### src/rtl/riscv_defines.sv
// Shared pipeline types for the hazard interface: memory-access and
// control-flow encodings, the request/response bundles, pipeline tags and
// the requester FSM state.
package riscv_defines;

  typedef enum logic [1:0] {
    MEM_NONE  = 2'd0,
    MEM_LOAD  = 2'd1,
    MEM_STORE = 2'd2
  } mem_access_t;

  typedef enum logic [1:0] {
    CF_SEQ    = 2'd0,
    CF_BRANCH = 2'd1,
    CF_JUMP   = 2'd2,
    CF_TRAP   = 2'd3
  } cflow_mode_t;

  // Packed MSB-first: raw_data_id is bit 4, branch_mispredict is bit 0.
  typedef struct packed {
    logic raw_data_id;
    logic raw_data_ex;
    logic load_use;
    logic store_data;
    logic branch_mispredict;
  } hazard_cause_t;

  localparam int NUM_CAUSES = 5;

  typedef struct packed {
    logic [4:0]  rs1_d;
    logic [4:0]  rs2_d;
    logic [4:0]  rs1_e;
    logic [4:0]  rs2_e;
    logic [4:0]  rd_e;
    logic        regwrite_e;
    mem_access_t memaccess_e;
    logic [4:0]  rd_m;
    logic        regwrite_m;
    mem_access_t memaccess_m;
    logic [4:0]  rs2_m;
    logic [4:0]  rd_w;
    logic        regwrite_w;
    cflow_mode_t cflow_mode;
    logic        mispredict;
    logic        flushflag;
  } hazard_req_t;

  typedef struct packed {
    logic          stall_f;
    logic          stall_d;
    logic          flush_d;
    logic          flush_e;
    logic          flush_m;
    hazard_cause_t hazard_cause;
  } hazard_res_t;

  typedef struct packed {
    logic [4:0]  rs1;
    logic [4:0]  rs2;
    logic [4:0]  rd;
    logic        regwrite;
    mem_access_t memaccess;
  } hazard_tag_t;

  localparam hazard_tag_t HAZARD_TAG_BUBBLE = '{
    rs1: 5'd0, rs2: 5'd0, rd: 5'd0, regwrite: 1'b0, memaccess: MEM_NONE
  };

  // Statistics fields are a fixed width; narrower counters are zero-extended.
  localparam int HAZARD_STATS_W = 32;

  typedef struct packed {
    logic [HAZARD_STATS_W-1:0] raw_data_id;
    logic [HAZARD_STATS_W-1:0] raw_data_ex;
    logic [HAZARD_STATS_W-1:0] load_use;
    logic [HAZARD_STATS_W-1:0] store_data;
    logic [HAZARD_STATS_W-1:0] branch_mispredict;
  } hazard_stats_t;

  typedef enum logic [1:0] {
    S_RESET  = 2'd0,
    S_WARMUP = 2'd1,
    S_RUN    = 2'd2
  } requester_state_t;

endpackage

### src/rtl/hazard_interface.sv
// Point-to-point link between the pipeline requester and the hazard unit.
interface hazard_interface;
  import riscv_defines::*;

  hazard_req_t req;
  hazard_res_t res;

  modport requester (output req, input res);
  modport unit      (input req, output res);
endinterface

### src/rtl/hazard_requester_tag_stage.sv
// One pipeline tag register (E, M or W): sync reset and flush both load a bubble.
module hazard_tag_stage
  import riscv_defines::*;
(
  input  logic        clk,
  input  logic        srst,
  input  logic        flush,
  input  hazard_tag_t d,
  output hazard_tag_t q
);

  hazard_tag_t tag_reg;

  // Bubble on reset/flush, otherwise advance the upstream tag.
  always_ff @(posedge clk) begin
    if (srst || flush) begin
      tag_reg <= HAZARD_TAG_BUBBLE;
    end else begin
      tag_reg <= d;
    end
  end

  assign q = tag_reg;

endmodule

### src/rtl/hazard_requester.sv
// Requester end of the hazard interface. Shadows the rd/rs/regwrite/memaccess
// tags of in-flight instructions through E/M/W, publishes them on req every
// cycle, and sequences the hazard-unit enable after reset.
// Optional build macro HAZARD_STATS_EN adds per-cause saturating counters
// (CNT_W bits each, CNT_W <= 32) on the stats port.
module hazard_requester
  import riscv_defines::*;
#(
  parameter int STARTUP_CYCLES = 4
`ifdef HAZARD_STATS_EN
  ,
  parameter int CNT_W = 32
`endif
) (
  input  logic                 clk,
  input  logic                 reset,
  input  logic [4:0]           rs1_d,
  input  logic [4:0]           rs2_d,
  input  logic [4:0]           rd_d,
  input  logic                 regwrite_d,
  input  mem_access_t          memaccess_d,
  input  cflow_mode_t          cflow_mode,
  input  logic                 mispredict,
  input  logic                 flushflag,
  hazard_interface.requester   hazard_bus,
  output logic                 start
`ifdef HAZARD_STATS_EN
  ,
  output hazard_stats_t        stats
`endif
);

  localparam int WARM_W = (STARTUP_CYCLES > 1) ? $clog2(STARTUP_CYCLES) : 1;
  localparam logic [WARM_W-1:0] WARM_LAST = WARM_W'(STARTUP_CYCLES - 1);

  requester_state_t  state_reg, state_next;
  logic [WARM_W-1:0] warm_cnt_reg, warm_cnt_next;
  logic              start_reg;

  // State, warmup counter and registered start (high exactly while in S_RUN).
  always_ff @(posedge clk) begin
    if (reset) begin
      state_reg    <= S_RESET;
      warm_cnt_reg <= '0;
      start_reg    <= 1'b0;
    end else begin
      state_reg    <= state_next;
      warm_cnt_reg <= warm_cnt_next;
      start_reg    <= (state_next == S_RUN);
    end
  end

  // Next state: one cycle in S_RESET, STARTUP_CYCLES in S_WARMUP, then S_RUN.
  always_comb begin
    state_next    = state_reg;
    warm_cnt_next = warm_cnt_reg;
    case (state_reg)
      S_RESET: begin
        state_next    = S_WARMUP;
        warm_cnt_next = '0;
      end
      S_WARMUP: begin
        if (warm_cnt_reg == WARM_LAST) begin
          state_next = S_RUN;
        end else begin
          warm_cnt_next = warm_cnt_reg + 1'b1;
        end
      end
      S_RUN:   state_next = S_RUN;
      default: state_next = S_RESET;
    endcase
  end

  assign start = start_reg;

  // Tags stay bubbles until the hazard unit is live, because before that res
  // is idle and nothing would ever flush stale contents.
  logic        stage_srst;
  hazard_tag_t tag_d, tag_e, tag_m, tag_w;

  assign stage_srst = reset | ~start_reg;
  assign tag_d = '{rs1: rs1_d, rs2: rs2_d, rd: rd_d,
                   regwrite: regwrite_d, memaccess: memaccess_d};

  // Stall is deliberately ignored: a load-use bubble reaches E via flush_e.
  hazard_tag_stage u_tag_e (
    .clk(clk), .srst(stage_srst), .flush(hazard_bus.res.flush_e), .d(tag_d), .q(tag_e)
  );
  hazard_tag_stage u_tag_m (
    .clk(clk), .srst(stage_srst), .flush(hazard_bus.res.flush_m), .d(tag_e), .q(tag_m)
  );
  hazard_tag_stage u_tag_w (
    .clk(clk), .srst(stage_srst), .flush(1'b0), .d(tag_m), .q(tag_w)
  );

  hazard_req_t req_comb;

  // Request is purely combinational so the hazard unit sees it with no added latency.
  always_comb begin
    req_comb             = '0;
    req_comb.rs1_d       = rs1_d;
    req_comb.rs2_d       = rs2_d;
    req_comb.rs1_e       = tag_e.rs1;
    req_comb.rs2_e       = tag_e.rs2;
    req_comb.rd_e        = tag_e.rd;
    req_comb.regwrite_e  = tag_e.regwrite;
    req_comb.memaccess_e = tag_e.memaccess;
    req_comb.rd_m        = tag_m.rd;
    req_comb.regwrite_m  = tag_m.regwrite;
    req_comb.memaccess_m = tag_m.memaccess;
    req_comb.rs2_m       = tag_m.rs2;
    req_comb.rd_w        = tag_w.rd;
    req_comb.regwrite_w  = tag_w.regwrite;
    req_comb.cflow_mode  = cflow_mode;
    req_comb.mispredict  = mispredict;
    req_comb.flushflag   = flushflag;
  end

  assign hazard_bus.req = req_comb;

`ifdef HAZARD_STATS_EN
  logic [NUM_CAUSES-1:0] cause_vec;
  assign cause_vec = hazard_bus.res.hazard_cause;

  for (genvar gi = 0; gi < NUM_CAUSES; gi++) begin : g_cnt
    logic [CNT_W-1:0] cnt_reg;

    // Count run-time cycles with this cause raised, sticking at all-ones.
    always_ff @(posedge clk) begin
      if (reset) begin
        cnt_reg <= '0;
      end else if (start_reg && cause_vec[gi] && (cnt_reg != {CNT_W{1'b1}})) begin
        cnt_reg <= cnt_reg + 1'b1;
      end
    end
  end

  assign stats.raw_data_id       = HAZARD_STATS_W'(g_cnt[4].cnt_reg);
  assign stats.raw_data_ex       = HAZARD_STATS_W'(g_cnt[3].cnt_reg);
  assign stats.load_use          = HAZARD_STATS_W'(g_cnt[2].cnt_reg);
  assign stats.store_data        = HAZARD_STATS_W'(g_cnt[1].cnt_reg);
  assign stats.branch_mispredict = HAZARD_STATS_W'(g_cnt[0].cnt_reg);
`endif

endmodule
### src/flat_wrapper.sv
// flat-port wrapper written by rule: the top's interface ports become plain ports
module hazard_requester_flat import riscv_defines::*;
#(
  parameter int STARTUP_CYCLES = 4

)
  (clk, reset, rs1_d, rs2_d, rd_d, regwrite_d, memaccess_d, cflow_mode, mispredict, flushflag, start, hazard_bus_req, hazard_bus_res);
  hazard_interface hazard_bus_i ();
  input  logic clk;
  input  logic reset;
  input  logic [4:0] rs1_d;
  input  logic [4:0] rs2_d;
  input  logic [4:0] rd_d;
  input  logic regwrite_d;
  input  mem_access_t memaccess_d;
  input  cflow_mode_t cflow_mode;
  input  logic mispredict;
  input  logic flushflag;
  output logic start;
  output wire logic [$bits(hazard_bus_i.req)-1:0] hazard_bus_req;
  input wire logic [$bits(hazard_bus_i.res)-1:0] hazard_bus_res;
  assign hazard_bus_req = hazard_bus_i.req;
  assign hazard_bus_i.res = hazard_bus_res;
  hazard_requester #(.STARTUP_CYCLES(STARTUP_CYCLES)) u_core (.clk(clk), .reset(reset), .rs1_d(rs1_d), .rs2_d(rs2_d), .rd_d(rd_d), .regwrite_d(regwrite_d), .memaccess_d(memaccess_d), .cflow_mode(cflow_mode), .mispredict(mispredict), .flushflag(flushflag), .hazard_bus(hazard_bus_i), .start(start));
endmodule
### config.mk
export PLATFORM = sky130hd
export DESIGN_NAME = hazard_requester_flat
export DESIGN_NICKNAME = d
export VERILOG_FILES = /design/src/rtl/riscv_defines.sv /design/src/rtl/hazard_interface.sv /design/src/rtl/hazard_requester_tag_stage.sv /design/src/rtl/hazard_requester.sv /design/src/flat_wrapper.sv
export SDC_FILE = /design/constraint.sdc
export NUM_CORES = 1
export LEC_CHECK = 0
export CAP_MARGIN = 5
export CORE_MARGIN = 10
export CORE_UTILIZATION = 37
export CTS_BUF_LIST = sky130_fd_sc_hd__clkbuf_4 sky130_fd_sc_hd__clkbuf_8
export DETAILED_ROUTE_END_ITERATION = 10
export PLACE_DENSITY = 0.79
export REMOVE_ABC_BUFFERS = 1
export SLEW_MARGIN = 10
export SYNTH_ARGS = -nofsm -noshare
export SYNTH_HDL_FRONTEND = slang
export SYNTH_SLANG_ARGS = --single-unit
export TNS_END_PERCENT = 5
### constraint.sdc
create_clock -name clk -period 1.6 [get_ports clk]
set_clock_uncertainty 0.15 [all_clocks]
set_input_delay 0.32 -clock clk [delete_from_list [all_inputs] [get_ports clk]]
set_output_delay 0.32 -clock clk [all_outputs]
set_load 0.02 [all_outputs]
---- After elaboration in Yosys (flattened, before gate mapping) ----
Index checks and enable logic that the tools add are counted.
cells by class
  add/sub/neg operators ................... 1
  bitwise operators ....................... 2
  equality and inequality tests ........... 5
  mux-type cells .......................... 4
  reduce and logical (&&, ||, !) cells .... 5
operators with widths
  cell                                                              number
  2-bit == test (second input constant)                             3
  2-bit case mux with 3 select lines                                1
  2-bit 2-to-1 mux                                                  2
  2-bit case mux with 2 select lines                                1
  2-bit by 1-bit adder with 2-bit output (second input constant)    1
  2-bit by 1-bit == test with 1-bit output (second input constant)  1
  2-bit zero test                                                   1
  1-bit logical OR                                                  2
  2-bit != test (second input constant)                             1
  2-bit AND reduction                                               1
  2-bit nonzero test                                                1
  1-bit NOT                                                         1
  1-bit OR                                                          1
word-level totals
  input bits .............................. 34
  logic and storage cells ................. 31
  output and inout bits ................... 52
  flip-flop bits (word level) ............. 42

---- Longest topological paths before layout ----
  depth after elaboration ................. 4
  gate-level depth with buffers ........... 4
  depth with buffers taken out ............ 3

---- By module ----
From an unflattened synthesis, not the netlist that was laid out.
second synthesis, totals
  cell total of the unflattened synthesis .. 155
  area, all modules ....................... 2107.0 um2
modules (own cells, without submodules)
  module            area each (um2)  seq. area each (um2)  cells each  instances
  hazard_tag_stage  599.3            360.3                 40          3
  hazard_requester  309.0            100.1                 35          1

---- Worst setup path before layout ----
OpenSTA, ideal clock, no wires.
  kind .................................... reg-to-reg
  start point ............................. reg u_core.warm_cnt_reg[0]
  end point ............................... reg u_core.warm_cnt_reg[0]
  data required time ...................... 1.375 ns
  path slack .............................. 0.365 ns
  cell stages (with the launch flop) ...... 4
  data arrival time ....................... 1.010 ns
  clock period less this slack ............ 1.235 ns
  setup time .............................. 0.075 ns
  path buffers ............................ 0
  cell sequence ........................... dfxtp_1 > ha_1 > or3b_1 > o22ai_1
on the way
  word-level cells in the longest chain between the ends .. 3
  elaborated cells on any way between the ends .. 6
  those cells by class .................... add/sub (1); eq/ne (2); mux (2); reduce/logical (1)
ends and longest elaborated chain
  what                                                                              line                                            text
  start: declaration                                                                hazard_requester.sv:37                          logic [WARM_W-1:0] warm_cnt_reg, warm_cnt_next;
  start signal: assignment                                                          hazard_requester.sv:48                          warm_cnt_reg <= warm_cnt_next;
  2-bit by 1-bit adder with 2-bit output / 2-bit == test (equally long branches)    hazard_requester.sv:66, hazard_requester.sv:63
  2-bit 2-to-1 mux / 2-bit != test (equally long branches)                          -
  2-bit case mux with 2 select lines / 2-bit AND reduction (equally long branches)  -
Several ways; a longest one is shown, not always the timed one. The select of a mux whose other input is x is not followed.
A chain may end at the register's enable or synchronous reset.

---- Final worst setup path ----
  start point ............................. in rs2_d[4]
  end point ............................... out hazard_bus_req[45]
RTL lines
  what                line                text
  start: declaration  flat_wrapper.sv:12  input logic [4:0] rs2_d;
  end: declaration    flat_wrapper.sv:20  output wire logic [$bits(hazard_bus_i.req)-1:0] hazard_bus_req;
No word-level cell between the ends.

==> flow_metrics.py <==
metrics = {
    "clocking": {
        "cts_max_level": 2,
        "post_cts_buffers": 0,
        "cts_tree": "built",
        "clock_latency_ns": 0.33,
        "cts-root-buf": "clkbuf_4",
        "cts_buffer_depth": 2,
        "clk_transition_reported_paths_ns": 0.11,
        "cts_inserted_buffers": 5,
        "clkSinkCount": 42,
    },
    "finish": {
        "post-route-util": 0.575,
        "synthToLayoutAreaGrowth_pct": 46.9,
        "diodes": 0,
        "largest_reg_flops": 18,
        "layout-drive-gt1-share": 0.109,
        "final_area_mm2": 0.00196,
        "stdcell_count": 220,
        "nNetsFinal": 209,
    },
    "synthesis": {
        "synth_area_mm2": 0.00134,
        "syn_inst": 113,
        "postSynthAreaPerCell_um2": 11.8,
        "synth.area.top_cells": "dfxtp_1 63%, and2_1 17%, buf_4 7.9%",
        "ys_ff_latch": 42,
        "ys_warn_count": 0,
        "ys_seq_area_frac": 0.629,
        "synth_top_area_frac": 0.629,
        "synth_top_cell_by_area": "dfxtp_1",
        "synth_cell_types": 17,
    },
    "critical_path": {
        "r2r_end": "u_core.warm_cnt_reg[0]$_SDFFE_PP0P_",
        "startpoint": "rs2_d[4]",
        "timing.critical_path.buf_inv": 2,
        "required_ns": 1.13,
        "r2r_cells": 3,
        "end_kind": "output port",
        "critPathLaunchType": "input port",
        "critPathKind": "in -> out",
        "cp_top_family": "buffers and inverters",
        "path_max_fanout": 2,
        "slowest_stage": "clkdlybuf4s50_1",
        "cp.arrival_ns": 1.10,
        "r2r_setup_slack_ns": 0.21,
        "cp_cell_sequence": "clkdlybuf4s50_1 > clkdlybuf4s15_1",
        "max_stage_delay_ns": 0.48,
        "crit_path_end": "hazard_bus_req[45]",
        "cp.depth": 2,
        "worstReg2RegStart": "u_core.warm_cnt_reg[0]$_SDFFE_PP0P_",
    },
    "route": {
        "vias": 924,
        "drt-vias-per-instance": 4.20,
        "first_pass_iters": 4,
        "drtIter0Drc": 27,
        "wl_per_cell_um": 14.5,
        "ant_nets": 0,
        "drc": 0,
        "wirelength_um": 3180,
    },
    "global_route": {
        "grt_usage": 0.101,
        "grt_pass1_wl_um": 4930,
        "grt_overflow": 0,
        "first_global_vias": 978,
        "antenna_found_initial": 0,
        "grt_max_degree": 19,
    },
    "sta": {
        "fmax_ghz": 0.635,
        "relSlewSlack": 0.634,
        "rsz0062_at_grt": "no",
        "worstMarginPinSlew_ns": 0.547,
        "finalCriticalPeriod_ns": 1.57,
        "drv_slew": 0,
        "finalCritPeriodShare": 0.984,
        "setup_violations": 0,
        "hold_violations": 0,
    },
    "power_and_ir_drop": {
        "pwr-share-clk": 0.281,
        "power.internal_uw": 1270,
        "power_leakage_uw": 0.000973,
        "seqPwrFrac": 0.651,
        "power.density_mw_per_mm2": 824,
        "switching_share": 0.212,
        "p_switching_uw": 342,
        "comb_power_share": 0.068,
        "ir_worst_vdd_v": 0.000395,
    },
    "floorplan": {
        "die_h_um": 80.1,
        "die-area_mm2": 0.00642,
        "num_rows": 21,
        "start_util": 0.391,
        "die_x_um": 80.1,
        "ioPinCount": 86,
        "coreArea_mm2": 0.00342,
    },
    "flow_run": {
        "maxCapViolCount": 0,
    },
    "placed_design": {
        "place_hpwl_um": 2680,
        "placed_cells_incl_taps": 213,
        "place.gp.congestion": 0.776,
        "numPortBuffers": 69,
        "postPlaceCellArea_mm2": 0.00198,
    },
    "hold_path": {
        "holdCritPathClass": "reg -> reg",
    },
    "status": {
        "outcome": "completed",
    },
}
[power by group through the flow]
stage,clock network [µW],logic (µW),registers [µW]
final,454,110,1050
after detailed placement,0,119,1080
after global placement,0,116,1080
after CTS,478,113,1050
after floorplan,0,10.7,1080
after global routing,518,117,1050
[cells by family after synthesis]
| group | after synthesis | share of synthesized area |
|---|---|---|
| simple gates | 47 | 0.237 |
| buf+inv | 18 | 0.102 |
| compound gates | 5 | 0.0225 |
| fa+ha+maj | 1 | 0.00936 |
| flops | 42 | 0.629 |
[worst min-delay path by stage]
| stage | startpoint | slack (ns) | cells after the start | endpoint |
|---|---|---|---|---|
| after floorplan | reset | 0.24 | 1 | u_core.start$_SDFF_PP0_ |
| after global routing | u_core.u_tag_e.q[10]$_SDFF_PP0_ | 0.33 | 1 | u_core.u_tag_m.q[10]$_SDFF_PP0_ |
| final | u_core.u_tag_e.q[1]$_SDFF_PP0_ | 0.30 | 1 | u_core.u_tag_m.q[1]$_SDFF_PP0_ |
| after CTS | u_core.u_tag_e.q[1]$_SDFF_PP0_ | 0.31 | 1 | u_core.u_tag_m.q[1]$_SDFF_PP0_ |
| after detailed placement | u_core.u_tag_m.q[7]$_SDFF_PP0_ | 0.29 | 1 | u_core.u_tag_w.q[7]$_SDFF_PP0_ |
| after global placement | u_core.u_tag_e.q[1]$_SDFF_PP0_ | 0.29 | 1 | u_core.u_tag_m.q[1]$_SDFF_PP0_ |
[synthesized netlist by cell type]
cell       n
or3b_1     1
and2_1    37
nand2b_1   3
clkbuf_2   1
o22ai_1    1
a21oi_1    3
nor3b_2    1
inv_1      1
buf_6      2
or2_2      1
nor3b_4    1
dfxtp_1   42
ha_1       1
buf_4     14
nor2b_1    2
o32ai_1    1
nand3b_1   1
[final cells by class]
| type | count | area (µm²) |
|---|---|---|
| fillers | 302 | 1450 |
| flip-flops and latches | 42 | 841 |
| repair buffers | 71 | 654 |
| multi-input cells | 53 | 359 |
| well taps | 46 | 57.6 |
| clock buffers | 5 | 37.5 |
| clock inverters | 2 | 10.0 |
| inverters | 1 | 3.75 |
[layout by cell type, fill, tap and decap left out]
master            n
buf_12            1
nand3b_1          1
or3b_1            1
or2_2             1
nor3b_4           1
inv_1             1
dfxtp_1          42
ha_1              1
nor2b_1           2
nor3b_2           1
a21oi_1           3
and2_1           37
dlygate4sd2_1    38
clkbuf_2          4
clkdlybuf4s15_2   3
o22ai_1           1
clkdlybuf4s15_1   3
clkinv_2          2
buf_4             1
clkdlybuf4s50_1  21
o32ai_1           1
clkbuf_4          5
nand2b_1          3
[metrics by stage]
step / total power (µW) / hold WS (ns) / TNS, ns / setup slack (ns)
finish: 1620 / 0.299 / 0 / 0.0254
global route: 1690 / 0.328 / 0 / 0.000901
CTS: 1640 / 0.312 / 0 / 0.000468
detailed placement: 1200 / 0.293 / -6.16 / -0.310
global placement: 1190 / 0.292 / -5.00 / -0.291
floorplan: 1090 / 0.239 / 0 / 0.365
[layer usage]
metal / track usage / wire [µm] / vias up
met1: 0.0962 / 1150 / 402
met5: 0 / 0 / -
met2: 0.165 / 1550 / 59
met4: 0.0687 / 58 / 0
li1: - / - / 457
met3: 0.0535 / 425 / 6
[what timing repair did]
| item | in CTS | in global routing |
|---|---|---|
| endpoints found under the setup margin | 48 | 5 |
| hold buffers | 0 | 0 |
| resized for setup | 57 | 8 |
| pin swaps | 0 | 0 |
No activity file was read; power rests on OpenSTA's default activity.
==> RTL edit 1: new RTL, same settings <==
Re-encode `requester_state_t` (3 states) as one-hot, 3 bits wide.
--- a/src/rtl/riscv_defines.sv
+++ b/src/rtl/riscv_defines.sv
@@ -78,10 +78,10 @@
     logic [HAZARD_STATS_W-1:0] branch_mispredict;
   } hazard_stats_t;
 
-  typedef enum logic [1:0] {
-    S_RESET  = 2'd0,
-    S_WARMUP = 2'd1,
-    S_RUN    = 2'd2
+  typedef enum logic [2:0] {
+    S_RESET  = 3'b001,
+    S_WARMUP = 3'b010,
+    S_RUN    = 3'b100
   } requester_state_t;
 
 endpackage
Formal check against the unedited RTL: no difference found for any inputs over 10 cycles, from zero or initial values and one cycle with reset high; not proved beyond that.
==> RTL edit 1 against the unedited design <==
Routed wire length grew 6.2%; sequential cell count up 1; cell area is 5.9% higher; register-to-register slack better by 20 ps; combinational power grew 31%; total power increased by 18%; non-clock buffer count did not move; area after synthesis rose by 8.1%; fmax is 0.51% higher; clock power is 47% higher; setup slack better by 7.9 ps; global-route usage down 0.15 points; largest cell class unchanged.
==> RTL edit 1: results (changes against the unedited design) <==
stage;metric;value;unit;change
status;outcome;finished, final reports clean;;unchanged
synthesis;commonest cells in the synthesized netlist;dfxtp_1, and2_1, buf_4;;unchanged
synthesis;largest cells by area after synthesis;dfxtp_1, and2_1, buf_4;;unchanged
cells_and_area;# fillers;343;;was 302
pwr;flip-flop and latch power;0.00109;W;was 0.00105 W
route;met3 wirelength from detailed routing;506;um;was 425 um
global_route;global router's overall resource usage;0.0992;;was 0.101
pwr;Leak Pwr;1.03;nW;was 0.973 nW
synthesis;number of different library cells in the post-synthesis netlist;22;;was 17
synthesis;sequential cell area fraction in the yosys report;0.596;;was 0.629
route;detailed-route via count;1013;;was 924
route;via count normalized by instance count;4.33;;was 4.20
global_route;wire length of the first global-routing pass;5150;um;was 4930 um
cells_and_area;fraction of area in registers;0.414;;was 0.428
route;count of TritonRoute iterations in the first routing pass;2;;was 4
clock_tree;insertion delay to the later sink of the worst-skew pair;290;ps;was 330 ps
route;final wirelength;3380;um;was 3180 um
pwr;Clock Power;0.000666;W;was 0.000454 W
global_route;via count of the first global-routing pass;1098;;was 978
synthesis;number of synthesized register bits;43;;was 42
cells_and_area;fraction of standard cell area in multi-input logic;0.208;;was 0.183
placed_design;gpl congestion;0.696;;was 0.776
pwr;net switching share of the total power;0.220;;was 0.212
cells_and_area;clk tree area frac;0.0427;;was 0.0242
cells_and_area;Clock buffer cells;6;;was 5
synthesis;cells after synthesis;124;;was 113
floorplanning;standard cell core area;3720;um2;was 3420 um2
==> RTL edit 1: cell types whose count changed in the layout (fill, tap and decap cells not counted), moves of 2 or more <==
cell	unedited run	this run
clkbuf_8	0	5
clkbuf_2	4	7
clkbuf_4	5	1
nor2_1	0	2
clkdlybuf4s15_1	3	1
a211oi_1	0	2
==> RTL edit 1: worst paths after layout <==
check,slack (ps),from,depth (start not counted),endpoint
worst max register to register,230,u_core.warm_cnt_reg[0]$_SDFFE_PP0P_,4,u_core.state_reg[1]$_SDFF_PP0_
worst min register to register,310,u_core.u_tag_e.q[1]$_SDFF_PP0_,1,u_core.u_tag_m.q[1]$_SDFF_PP0_
worst min-delay path,310,u_core.u_tag_e.q[1]$_SDFF_PP0_,1,u_core.u_tag_m.q[1]$_SDFF_PP0_
worst max-delay path,30,rs1_d[2],2,hazard_bus_req[48]
==> RTL edit 1: timing repair <==
action                     in CTS  in global routing
setup endpoints to repair      48                  7
gates resized for setup        58                  9
hold buffers                    0                  0
==> RTL edit 2: new RTL, config.mk and constraints unchanged <==
Without the edit above. `STARTUP_CYCLES` is set to 4 in 2 places; all go to 8.
--- a/src/rtl/hazard_requester.sv
+++ b/src/rtl/hazard_requester.sv
@@ -6,7 +6,7 @@
 module hazard_requester
   import riscv_defines::*;
 #(
-  parameter int STARTUP_CYCLES = 4
+  parameter int STARTUP_CYCLES = 8
 `ifdef HAZARD_STATS_EN
   ,
   parameter int CNT_W = 32
--- a/src/flat_wrapper.sv
+++ b/src/flat_wrapper.sv
@@ -1,7 +1,7 @@
 // flat-port wrapper written by rule: the top's interface ports become plain ports
 module hazard_requester_flat import riscv_defines::*;
 #(
-  parameter int STARTUP_CYCLES = 4
+  parameter int STARTUP_CYCLES = 8
 
 )
   (clk, reset, rs1_d, rs2_d, rd_d, regwrite_d, memaccess_d, cflow_mode, mispredict, flushflag, start, hazard_bus_req, hazard_bus_res);
Formal check against the unedited RTL: not equivalent (a bounded check fails within 10 cycles, from zero or initial values and one cycle with reset high).
==> RTL edit 2 against the unedited design <==
Setup slack worse by 0.64 ps; die area up 4.0%; routed wire length up 0.82%; core utilization down 0.71 points; count of clock-buffer cells in the layout up 3; total power up 19%; area after synthesis up 5.3%; sequential share of layout area down 1.4 points; sequential cell count up 1; global-route usage down 0.35 points; clock power up 62%; cell area up 5.9%; critical path type unchanged; largest power group unchanged; highest routed layer unchanged.
==> RTL edit 2: results (changes against the unedited design) <==
stage;metric;value;unit;change
clock_tree;H-tree levels;2;;unchanged
global_route;global router's overall resource usage;0.0971;;was 0.101
critical_path;worst endpoint data arrival time;1110;ps;
critical_path;crit path max-delay cell type;clkdlybuf4s50_1;;unchanged
cells_and_area;fraction of final layout cells with drive strength greater than 1;0.214;;was 0.109
synthesis;syn_area_per_cell;11.9;um2;was 11.8 um2
synthesis;largest cells by area after synthesis;dfxtp_1, and2_1, and2_2;;was dfxtp_1, and2_1, buf_4
placed_design;placement-stage worst setup slack;-297;ps;was -310 ps
placed_design;Final HPWL DP;2750;um;was 2680 um
clock_tree;cell chosen for the clock root;clkbuf_8;;was clkbuf_4
status;outcome;finished, final reports clean;;unchanged
placed_design;cell area after placement;2060;um2;was 1980 um2
critical_path;depth of the worst register-to-register path;4;;was 3
cells_and_area;# fillers;349;;was 302
route;via count normalized by instance count;4.22;;was 4.20
global_route;pin count of the biggest net entering global routing;14;;was 19
route;detailed-route via count;971;;was 924
critical_path;Worst R2R Setup Slack;70;ps;was 210 ps
placed_design;input/output buffers;69;;unchanged
route;drt initial violations;28;;was 27
global_route;initial antenna violation count;0;;unchanged
pwr;switching power;0.000370;W;was 0.000342 W
global_route;wire length of the first global-routing pass;4920;um;was 4930 um
placed_design;number of instances in the placed design;222;;was 213
route;wire length per cell after detailed routing;14.0;um;was 14.5 um
clock_tree;clock transition at the registers of the reported paths;70;ps;was 110 ps
sta;maximum operating frequency;0.635;GHz;about the same
synthesis;commonest cells in the synthesized netlist;dfxtp_1, and2_1, and2_2;;was dfxtp_1, and2_1, buf_4
placed_design;gpl congestion;0.763;;was 0.776
pwr;Leak Pwr;1.04;nW;was 0.973 nW
critical_path;end point of the critical path;hazard_bus_req[44];;was hazard_bus_req[45]
synthesis;sequential cell area fraction in the yosys report;0.612;;was 0.629
hold_path;end point of the most critical hold path;u_core.u_tag_m.q[1]$_SDFF_PP0_;;unchanged
global_route;via count of the first global-routing pass;1032;;was 978
sta;Worst Tran Pin Value;546;ps;was 547 ps
synthesis;number of different library cells in the post-synthesis netlist;18;;was 17
sta;post-route worst hold slack;302;ps;was 299 ps
critical_path;first element of the critical path;rs2_d[3];;was rs2_d[4]
pwr;worst ir drop on vdd;0.445;mV;was 0.395 mV
route;count of TritonRoute iterations in the first routing pass;3;;was 4
clock_tree;insertion delay to the later sink of the worst-skew pair;290;ps;was 330 ps
## RTL edit 2: changes by cell type after synthesis
cell and delta:
and2_1 -16, nand2b_1 +1, o32ai_1 +1, and2_2 +16, inv_1 +1, ha_1 +1
dfxtp_1 +1
## RTL edit 2: layout make-up
cell class              count  area, um2  area share
multi-input cells          56        407       0.196
inverters                   2       7.51     0.00361
clock buffers               8        104      0.0500
repair buffers             73        639       0.308
flip-flops and latches     43        861       0.414
well taps                  48       60.1      0.0289
## RTL edit 2: kinds of logic after synthesis
| kind of cell | synth area share |
|---|---|
| buf+inv | 0.0996 |
| flops | 0.612 |
| simple gates | 0.244 |
| fa+ha+maj | 0.0178 |
| compound gates | 0.0276 |
## RTL edit 2: power by group through the flow
stage | combinational [W] | clock, W | sequential [W]
after CTS | 0.000113 | 0.000755 | 0.00108
after global placement | 0.000116 | 0 | 0.00110
after global routing | 0.000114 | 0.000800 | 0.00108
after detailed placement | 0.000118 | 0 | 0.00110
final | 0.000107 | 0.000735 | 0.00108
after floorplan | 0.00000975 | 0 | 0.00110
## RTL edit 2: routing by layer
layer,part of all wire,track usage
met1,0.36,0.0893
met2,0.46,0.160
met3,0.15,0.0579
met4,0.032,0.0663
met5,0,0
## RTL edit 2: timing repair
item | 4_1_cts | 5_1_grt
endpoints found under the setup margin | 48 | 8
cloned | 0 | 0
gates resized for setup | 58 | 8
buffers inserted | 0 | 0
hold buffers | 0 | 0
hold endpoints to repair | 0 | 0
